$ cat config.mk
export PLATFORM = sky130hd
export DESIGN_NAME = iir_coeff_ctrl
export DESIGN_NICKNAME = d
export VERILOG_FILES = /design/src/rtl/iir_coeff_ctrl_pkg.sv /design/src/rtl/iir_coeff_ctrl.sv
export SDC_FILE = /design/constraint.sdc
export NUM_CORES = 1
export LEC_CHECK = 0
export BUFFER_PORTS_ARGS = -buffer_cell sky130_fd_sc_hd__buf_2
export CAP_MARGIN = 20
export CORE_MARGIN = 2
export CORE_UTILIZATION = 45
export DETAILED_ROUTE_END_ITERATION = 8
export GPL_TIMING_DRIVEN = 0
export PLACE_DENSITY = 0.76
export SETUP_SLACK_MARGIN = 0.3
export SYNTH_ARGS = -nofsm -noshare
export SYNTH_HDL_FRONTEND = slang
export SYNTH_SLANG_ARGS = --single-unit
$ cat constraint.sdc
create_clock -name clk -period 1.9 [get_ports clk]
set_input_delay 0.285 -clock clk [delete_from_list [all_inputs] [get_ports clk]]
set_output_delay 0.285 -clock clk [all_outputs]
set_load 0.01 [all_outputs]
$ cat src/rtl/iir_coeff_ctrl_pkg.sv
// Shared types, state encoding and built-in notch preset table for the
// biquad coefficient configuration controller.
package iir_pkg;

    typedef logic signed [19:0] coeff_t;

    typedef enum logic [1:0] {
        ST_IDLE,
        ST_WAIT_GAP,
        ST_VERIFY
    } state_t;

    localparam int NUM_PRESETS = 3;
    localparam int PRESET_WORDS = 5;

    // Rows: 1 MHz, 2 MHz, 2.4 MHz notch; columns: B0, B1, B2, A1, A2 (Q2.18)
    localparam coeff_t IIR_PRESETS [NUM_PRESETS][PRESET_WORDS] = '{
        '{20'h37061, 20'hC8F9F, 20'h37061, 20'hC8F9F, 20'h2E0C3},
        '{20'h37061, 20'h37061, 20'h37061, 20'h37061, 20'h2E0C3},
        '{20'h37061, 20'h5907C, 20'h37061, 20'h5907C, 20'h2E0C3}
    };

    // Safe lookup into the preset table; out-of-range selects return zero
    function automatic coeff_t preset_word(input logic [1:0] sel, input logic [2:0] idx);
        coeff_t w;
        w = '0;
        if (idx <= 3'd4) begin
            case (sel)
                2'd0: w = IIR_PRESETS[0][idx];
                2'd1: w = IIR_PRESETS[1][idx];
                2'd2: w = IIR_PRESETS[2][idx];
                default: w = '0;
            endcase
        end
        return w;
    endfunction

endpackage

$ cat src/rtl/iir_coeff_ctrl.sv
// Coefficient configuration controller: gathers a five-word coefficient set
// into a shadow bank, commits it to the IIR filter in a sample gap (or after
// a timeout), then verifies the filter's readback against the shadow bank.
module iir_coeff_ctrl
    import iir_pkg::*;
#(
    parameter int COEFF_WIDTH    = 20,
    parameter int COEFF_DEPTH    = 5,
    parameter int DEFAULT_PRESET = 2,
    parameter int TIMEOUT_CYCLES = 64
) (
    input  logic                                    clk,
    input  logic                                    rst_n,
    input  logic                                    cfg_wr_valid,
    output logic                                    cfg_wr_ready,
    input  logic [2:0]                              cfg_wr_addr,
    input  logic [COEFF_WIDTH-1:0]                  cfg_wr_data,
    input  logic                                    cfg_preset_load,
    input  logic [1:0]                              cfg_preset_sel,
    input  logic                                    cfg_commit,
    input  logic                                    sample_valid,
    output logic                                    coeff_wr_en,
    output logic [COEFF_DEPTH-1:0][COEFF_WIDTH-1:0] coeff_in,
    input  logic [COEFF_DEPTH-1:0][COEFF_WIDTH-1:0] coeff_rd,
    output logic                                    busy,
    output logic                                    done,
    output logic                                    cfg_err,
    output logic                                    verify_err,
    output logic                                    forced
);

    localparam int CNT_W = $clog2(TIMEOUT_CYCLES + 1);
    localparam logic [CNT_W-1:0] CNT_LAST = CNT_W'(TIMEOUT_CYCLES - 1);

    state_t                                  state;
    state_t                                  state_next;
    logic [CNT_W-1:0]                        wait_cnt;
    logic [COEFF_DEPTH-1:0][COEFF_WIDTH-1:0] shadow;
    logic [COEFF_DEPTH-1:0]                  wmask;

    logic [COEFF_DEPTH-1:0][COEFF_WIDTH-1:0] upd_shadow;
    logic [COEFF_DEPTH-1:0]                  upd_mask;
    logic                                    upd_err;
    logic                                    take_update;
    logic                                    accept;
    logic                                    err_next;
    logic                                    force_now;
    logic                                    mismatch;
    logic                                    write_legal;
    logic                                    preset_legal;

    assign coeff_in     = shadow;
    assign busy         = (state != ST_IDLE);
    assign write_legal  = (int'(cfg_wr_addr) < COEFF_DEPTH);
    assign preset_legal = (cfg_preset_sel != 2'd3);

    // Candidate shadow/mask after this cycle's preset or write (preset wins)
    always_comb begin
        upd_shadow = shadow;
        upd_mask   = wmask;
        upd_err    = 1'b0;
        if (cfg_preset_load) begin
            if (preset_legal) begin
                for (int i = 0; i < COEFF_DEPTH; i++) begin
                    upd_shadow[i] = COEFF_WIDTH'(preset_word(cfg_preset_sel, 3'(i)));
                end
                upd_mask = '1;
            end else begin
                upd_err = 1'b1;
            end
        end else if (cfg_wr_valid) begin
            if (write_legal) begin
                for (int i = 0; i < COEFF_DEPTH; i++) begin
                    if (cfg_wr_addr == 3'(i)) begin
                        upd_shadow[i] = cfg_wr_data;
                        upd_mask[i]   = 1'b1;
                    end
                end
            end else begin
                upd_err = 1'b1;
            end
        end
    end

    // Next-state and per-cycle control outputs of the commit sequence
    always_comb begin
        state_next   = state;
        cfg_wr_ready = 1'b0;
        coeff_wr_en  = 1'b0;
        done         = 1'b0;
        take_update  = 1'b0;
        accept       = 1'b0;
        err_next     = 1'b0;
        force_now    = 1'b0;
        mismatch     = 1'b0;
        case (state)
            ST_IDLE: begin
                cfg_wr_ready = 1'b1;
                take_update  = 1'b1;
                err_next     = upd_err;
                if (cfg_commit) begin
                    if (&upd_mask) begin
                        accept     = 1'b1;
                        state_next = ST_WAIT_GAP;
                    end else begin
                        err_next = 1'b1;
                    end
                end
            end
            ST_WAIT_GAP: begin
                if (!sample_valid) begin
                    coeff_wr_en = 1'b1;
                    state_next  = ST_VERIFY;
                end else if (wait_cnt == CNT_LAST) begin
                    coeff_wr_en = 1'b1;
                    force_now   = 1'b1;
                    state_next  = ST_VERIFY;
                end
            end
            ST_VERIFY: begin
                mismatch   = (coeff_rd != shadow);
                done       = !mismatch;
                state_next = ST_IDLE;
            end
            default: state_next = ST_IDLE;
        endcase
    end

    // State register and gap-wait counter
    always_ff @(posedge clk or negedge rst_n) begin
        if (!rst_n) begin
            state    <= ST_IDLE;
            wait_cnt <= '0;
        end else begin
            state <= state_next;
            if (accept) begin
                wait_cnt <= '0;
            end else if (state == ST_WAIT_GAP) begin
                wait_cnt <= wait_cnt + 1'b1;
            end
        end
    end

    // Shadow bank and written-word mask; mask empties after every verify
    always_ff @(posedge clk or negedge rst_n) begin
        if (!rst_n) begin
            for (int i = 0; i < COEFF_DEPTH; i++) begin
                shadow[i] <= COEFF_WIDTH'(preset_word(2'(DEFAULT_PRESET), 3'(i)));
            end
            wmask <= '0;
        end else if (take_update) begin
            shadow <= upd_shadow;
            wmask  <= upd_mask;
        end else if (state == ST_VERIFY) begin
            wmask <= '0;
        end
    end

    // Registered error pulse and the sticky status flags
    always_ff @(posedge clk or negedge rst_n) begin
        if (!rst_n) begin
            cfg_err    <= 1'b0;
            verify_err <= 1'b0;
            forced     <= 1'b0;
        end else begin
            cfg_err <= err_next;
            if (accept) begin
                verify_err <= 1'b0;
                forced     <= 1'b0;
            end else begin
                if (force_now) forced <= 1'b1;
                if (mismatch) verify_err <= 1'b1;
            end
        end
    end

endmodule

# After elaboration in Yosys (flattened, before gate mapping)
# Cells that the tools add are included.
# word_totals
ff_bits,117
in_bits,131
output_inout_bits,107
word_cells,104
# classes
add_sub_neg,1
magnitude_cmp,1
n_eq_ne,15
muxes,52
n_reduce_logical,24
# op_table
cell,count
$mux W100,4
$mux W20,5
$ne A100 B100 Y1,1
$pmux W20 S3,1
$mux W18,2
$mux W5,6
$reduce_and A5 Y1,6
$mux W1,27
$reduce_bool A2 Y1,12
$mux W7,2
$mux W2,4
$add A7 B1 Y7 const B,1
$eq A7 B6 Y1 const B,1
$eq A3 B2 Y1 const B,2
$ne A2 B2 Y1 const B,3
$eq A2 B1 Y1 const B,2
$eq A2 B2 Y1 const B,2
$logic_not A2 Y1,2
$pmux W2 S2,1
$eq A3 B1 Y1 const B,1
$eq A3 B3 Y1 const B,1
$logic_not A3 Y1,1
$lt A3 B3 Y1 const B,1
$ne A3 B3 Y1 const B,1
4 further kinds,4

# Depth between registers and ports, before layout
# logic_depth
ltp_word,10
mapped_depth,8
depth_no_buf,7

# Least setup slack after synthesis
# Ideal clock, no wire load.
# synth_timing
path_type,register -> output
startpoint,"register shadow, in the netlist coeff_in[97]"
endpoint,output done
arrival_time_ps,1531
required_ps,1615
path_slack_ps,84
stages_incl_launch_ff,7
n_path_buf,0
cell_sequence,dfstp_2 xor2_1 nor4_1 nand4_1 nor4_1 nand3_1 nor2_1
# synth_between
elab_chain_cells,3
# synth_rtl
item,line_no,rtl
start: declaration,iir_coeff_ctrl.sv:38,logic [COEFF_DEPTH-1:0][COEFF_WIDTH-1:0] shadow;
start signal: indexed assignment,iir_coeff_ctrl.sv:148,"shadow[i] <= COEFF_WIDTH'(preset_word(2'(DEFAULT_PRESET), 3'(i)));"
start signal: assignment,iir_coeff_ctrl.sv:152,shadow <= upd_shadow;
$ne A100 B100 Y1,iir_coeff_ctrl.sv:121,mismatch = (coeff_rd != shadow);
$logic_not A1 Y1,iir_coeff_ctrl.sv:122,done = !mismatch;
$mux W1,iir_coeff_ctrl.sv:96,case (state)
end: declaration,iir_coeff_ctrl.sv:26,"output logic done,"
# Every way passes these cells.

# Final worst setup path
# layout_timing
startpoint,"register shadow, in the netlist coeff_in[98]"
endpoint,output done
# Same word-level chain as after synthesis.

==> results_tabular.tex <==
\begin{tabular}{lr}
\hline
Metric & Value \\
\hline
\multicolumn{2}{l}{\textbf{Route}} \\
DRC & 0 \\
Routed WL per cell & $\sim$20 um \\
DR WL met3 & 1.91 mm \\
First-pass DRT Iterations & 5 \\
Routed wl met2 & 10.7 mm \\
Initial drt markers & 421 \\
Met1 layer wirelength in the final routing & $\sim$8.2 mm \\
Uppermost layer routed & met5 \\
Final Routed Wirelength & 21.3 mm \\
Number of vias in the routed layout & roughly 5800 \\
Number of nets with antenna violations after routing & 0 \\
Average vias per placed instance & $\sim$5.4 \\
\multicolumn{2}{l}{\textbf{STA}} \\
Number of max-slew violations in the final report & 0 \\
RSZ-0062 raised after global routing & true \\
Count of final setup violators & 2 \\
Tightest Pin Transition & about 0.58 ns \\
Final Hold Slack & 0.117 ns \\
Final hold viol count & 0 \\
Fmax & approximately 370 MHz \\
Final clock skew & $\sim$0.007 ns \\
Minimum setup slack in the final design & -0.829 ns \\
Time the final worst path needs with I/O delays and setup & $\sim$2.7 ns \\
Worst-case headroom to the max-slew limit & 0.612 \\
Share of the cycle needed by the critical path after routing & 1.44 \\
\multicolumn{2}{l}{\textbf{Job}} \\
Number of maximum-capacitance violations & 0 \\
\multicolumn{2}{l}{\textbf{Clocking}} \\
TritonCTS clock tree & done \\
Number of buffers inserted during clock tree synthesis & 17 \\
Number of clock sinks seen by CTS & 117 \\
Buffer levels on the longest clock path & 2 \\
Buffer cell driving the clock tree root & sky130\_fd\_sc\_hd\_\_clkbuf\_16 \\
Register clock-pin slew on the reported worst setup and hold paths & 0.05 ns \\
Clock latency at the later pin of the worst-skew pair & around 0.42 ns \\
H-tree depth reported by CTS & 4 \\
\multicolumn{2}{l}{\textbf{Global route}} \\
Combined global-route utilization of all metal layers & 0.295 \\
Largest net degree at the start of global routing & 92 \\
First-pass GRT wire length & 31.6 mm \\
Global-route congestion overflow total & 0 \\
Initial antenna violation count & 6 \\
Vias in the first global route & between 5000 and 6000 \\
\multicolumn{2}{l}{\textbf{Floorplan}} \\
Overall die width & roughly 120 um \\
Number of I/O pins & approximately 240 \\
Core region area & $\sim$13000 um2 \\
Number of rows created at floorplan & 42 \\
Die extent in y & $\sim$120 um \\
Die ar. & $\sim$14000 um2 \\
Initial cell density of the core & 0.459 \\
\multicolumn{2}{l}{\textbf{Cells and area}} \\
Filler cells & $\sim$1000 \\
Area of combinational cells with multiple inputs & roughly 3300 um2 \\
Most frequent standard cell in the layout excluding fill and tap cells & sky130\_fd\_sc\_hd\_\_buf\_2 \\
Ratio of cells with drive above 1 in the final layout & 0.484 \\
Layout overhead on the synthesized area & 44.5\% \\
Number of cells in the finished layout apart from fillers & about 1100 \\
Fin nets & a little over 1000 \\
Commonest cells after routing, fill and taps aside & sky130\_fd\_sc\_hd\_\_buf\_2 (236), sky130\_fd\_sc\_hd\_\_nand2\_1 (80), sky130\_fd\_sc\_hd\_\_o21ai\_0 (76) \\
Post-layout instance area & 8750 um2 \\
FF/Latch Area & approximately 3000 um2 \\
\multicolumn{2}{l}{\textbf{Critical path}} \\
Depth of the most critical reg-to-reg path & 8 \\
Category of the worst setup path launch point & flip-flop \\
Required time of the worst setup path & $\sim$1.6 ns \\
Origin of the worst setup path & coeff\_in[98] \\
Launch point of the worst reg-to-reg path & coeff\_in[98] \\
Worst setup path class & reg -> out \\
Data arrival time of the worst path & approximately 2.4 ns \\
Maximum fanout encountered on the critical timing path & 3 \\
Terminus of the critical flop-to-flop path & verify\_err \\
Critical Path End Type & output pin \\
Worst setup slack for register-to-register paths & -0.48 ns \\
Last element of the critical path & done \\
\multicolumn{2}{l}{\textbf{Synth}} \\
Netlist cell types & between 40 and 50 \\
Seq/Total Area, Yosys & 0.492 \\
Synth async-reset ratio & 1.00 \\
Dominant synthesized flop cell & sky130\_fd\_sc\_hd\_\_dfrtp\_1 \\
Synthesized netlist net count & between 700 and 800 \\
Share of the synthesized area in the top cell type & 0.310 \\
EDFF count, synth & 0 \\
Seq cells post-synth & 117 \\
Most area-consuming cells after synthesis & sky130\_fd\_sc\_hd\_\_dfrtp\_1 (31\%), sky130\_fd\_sc\_hd\_\_dfstp\_2 (18\%), sky130\_fd\_sc\_hd\_\_xor2\_1 (11\%) \\
Largest area contributor in the netlist & sky130\_fd\_sc\_hd\_\_dfrtp\_1 \\
Mean area per synthesized cell & between 10 and 15 um2 \\
Mapped cell area & 6060 um2 \\
Cells after synthesis & between 500 and 600 \\
YS warnings & 0 \\
\multicolumn{2}{l}{\textbf{Placed design}} \\
Placer's final routability congestion estimate & between 0.8 and 0.9 \\
Port bufs & 234 \\
Half-perimeter wire length after detailed placement & 15.5 mm \\
Post-placement cell area & approximately 7500 um2 \\
Placed Cells & between 1000 and 1500 \\
\multicolumn{2}{l}{\textbf{Pwr}} \\
Static leakage power & 4.33 nW \\
Worst supply voltage drop on vdd & $\sim$0.00099 V \\
Power per cell area & 1670 nW/um2 \\
\multicolumn{2}{l}{\textbf{Worst hold path}} \\
Hold path cells & 2 \\
Hold crit path type & in -> reg \\
\multicolumn{2}{l}{\textbf{Run status}} \\
Status & finished with violations \\
Failing checks & negative setup slack \\
\hline
\end{tabular}
## report_power, final
group | switching [W] | total (W) | internal, W
Combinational | 0.00310 | 0.00596 | 0.00286
Sequential | 0.00136 | 0.00539 | 0.00403
Clock | 0.00118 | 0.00324 | 0.00206
## timing repair
item / 4_1_cts / 5_1_grt
gates resized for setup: 32 / 77
setup endpoints to repair: 54 / 86
cloned: 0 / 1
endpoints found under the hold margin: 26 / 0
pin swaps: 13 / 13
hold buffers: 1 / 0
buffers inserted: 17 / 11
## cell type report
type,count,area share
clock buffer,20,0.0499
multi-input combinational,440,0.372
antenna,4,0.00114
buffer,26,0.0197
sequential,117,0.341
clock inverter,12,0.0176
timing repair buffer,265,0.171
inverter,7,0.00329
tap,176,0.0252
## synth_stat cells (2+ instances only)
| cell | n |
|---|---|
| sky130_fd_sc_hd__a21o_1 | 3 |
| sky130_fd_sc_hd__xnor2_1 | 29 |
| sky130_fd_sc_hd__nor2_1 | 23 |
| sky130_fd_sc_hd__o21ai_1 | 2 |
| sky130_fd_sc_hd__dfrtp_1 | 75 |
| sky130_fd_sc_hd__nand4_1 | 13 |
| sky130_fd_sc_hd__buf_4 | 3 |
| sky130_fd_sc_hd__nand2_1 | 80 |
| sky130_fd_sc_hd__a21oi_1 | 14 |
| sky130_fd_sc_hd__ha_1 | 4 |
| sky130_fd_sc_hd__and3_1 | 2 |
| sky130_fd_sc_hd__a32oi_1 | 2 |
| sky130_fd_sc_hd__o21ai_0 | 86 |
| sky130_fd_sc_hd__clkbuf_1 | 15 |
| sky130_fd_sc_hd__xor2_1 | 73 |
| sky130_fd_sc_hd__nand2b_1 | 6 |
| sky130_fd_sc_hd__nor4_1 | 21 |
| sky130_fd_sc_hd__o21ai_4 | 2 |
| sky130_fd_sc_hd__dfstp_2 | 42 |
| sky130_fd_sc_hd__inv_1 | 7 |
| sky130_fd_sc_hd__mux2i_1 | 6 |
| sky130_fd_sc_hd__nand3b_1 | 4 |
| sky130_fd_sc_hd__nor2b_1 | 12 |
| sky130_fd_sc_hd__buf_2 | 6 |
| sky130_fd_sc_hd__nor3_1 | 2 |
| sky130_fd_sc_hd__mux2_2 | 35 |
| sky130_fd_sc_hd__nand3_1 | 3 |
| sky130_fd_sc_hd__a21boi_0 | 3 |
| sky130_fd_sc_hd__a31oi_1 | 2 |
## worst min path at each step
stage                     slack (ns)      endpoint    startpoint
final                           0.12      state[1]  sample_valid
after global routing            0.11      state[1]  sample_valid
after CTS                        0.1      state[1]  sample_valid
after detailed placement        0.17  coeff_in[49]         rst_n
after global placement          0.48        forced        forced
after floorplan                -0.01       cfg_err         rst_n
## per-stage QoR
stage | TNS (ns) | setup slack [ns] | total power, W | utilization
2_1_floorplan | 0 | 0.108 | 0.00798 | -
3_5_place_dp | -2.78 | -0.850 | 0.0104 | 0.569
6_report | -1.30 | -0.829 | 0.0146 | 0.663
4_1_cts | -1.10 | -0.793 | 0.0141 | 0.639
3_3_place_gp | -76.17 | -0.866 | 0.0102 | 0.566
5_1_grt | -1.47 | -0.918 | 0.0154 | 0.663
## worst max-delay path, stage by stage (launching register included)
cell and delay [ns]:
sky130_fd_sc_hd__dfrtp_2 0.44, sky130_fd_sc_hd__xor2_2 0.20, sky130_fd_sc_hd__nor4_4 0.42, sky130_fd_sc_hd__nand4_1 0.22, sky130_fd_sc_hd__nor4_4 0.25, sky130_fd_sc_hd__nand3_2 0.19
sky130_fd_sc_hd__nor2_2 0.16, sky130_fd_sc_hd__buf_2 0.14
## logic make-up after synthesis
kind of cell | after synthesis | share of synthesized area
multiplexers | 42 | 0.0769
adder cells (fa/ha/maj) | 4 | 0.00826
AND/OR/NAND/NOR | 174 | 0.141
flip-flops | 117 | 0.492
buffers and inverters | 33 | 0.0248
AO/OA/AOI/OAI | 118 | 0.109
XOR/XNOR | 102 | 0.148
## flip-flops by register name, indices dropped and copies added (netlist names)
register    cells
cfg_err         1
coeff_in      100
forced          1
state           2
verify_err      1
wait_cnt        7
wmask           5
## routing by layer
layer,track usage,vias up
li1,-,2607
met1,0.374,2809
met2,0.493,301
met3,0.0775,36
met4,0.0956,4
met5,0,-
(Power assumes the default switching activity.)
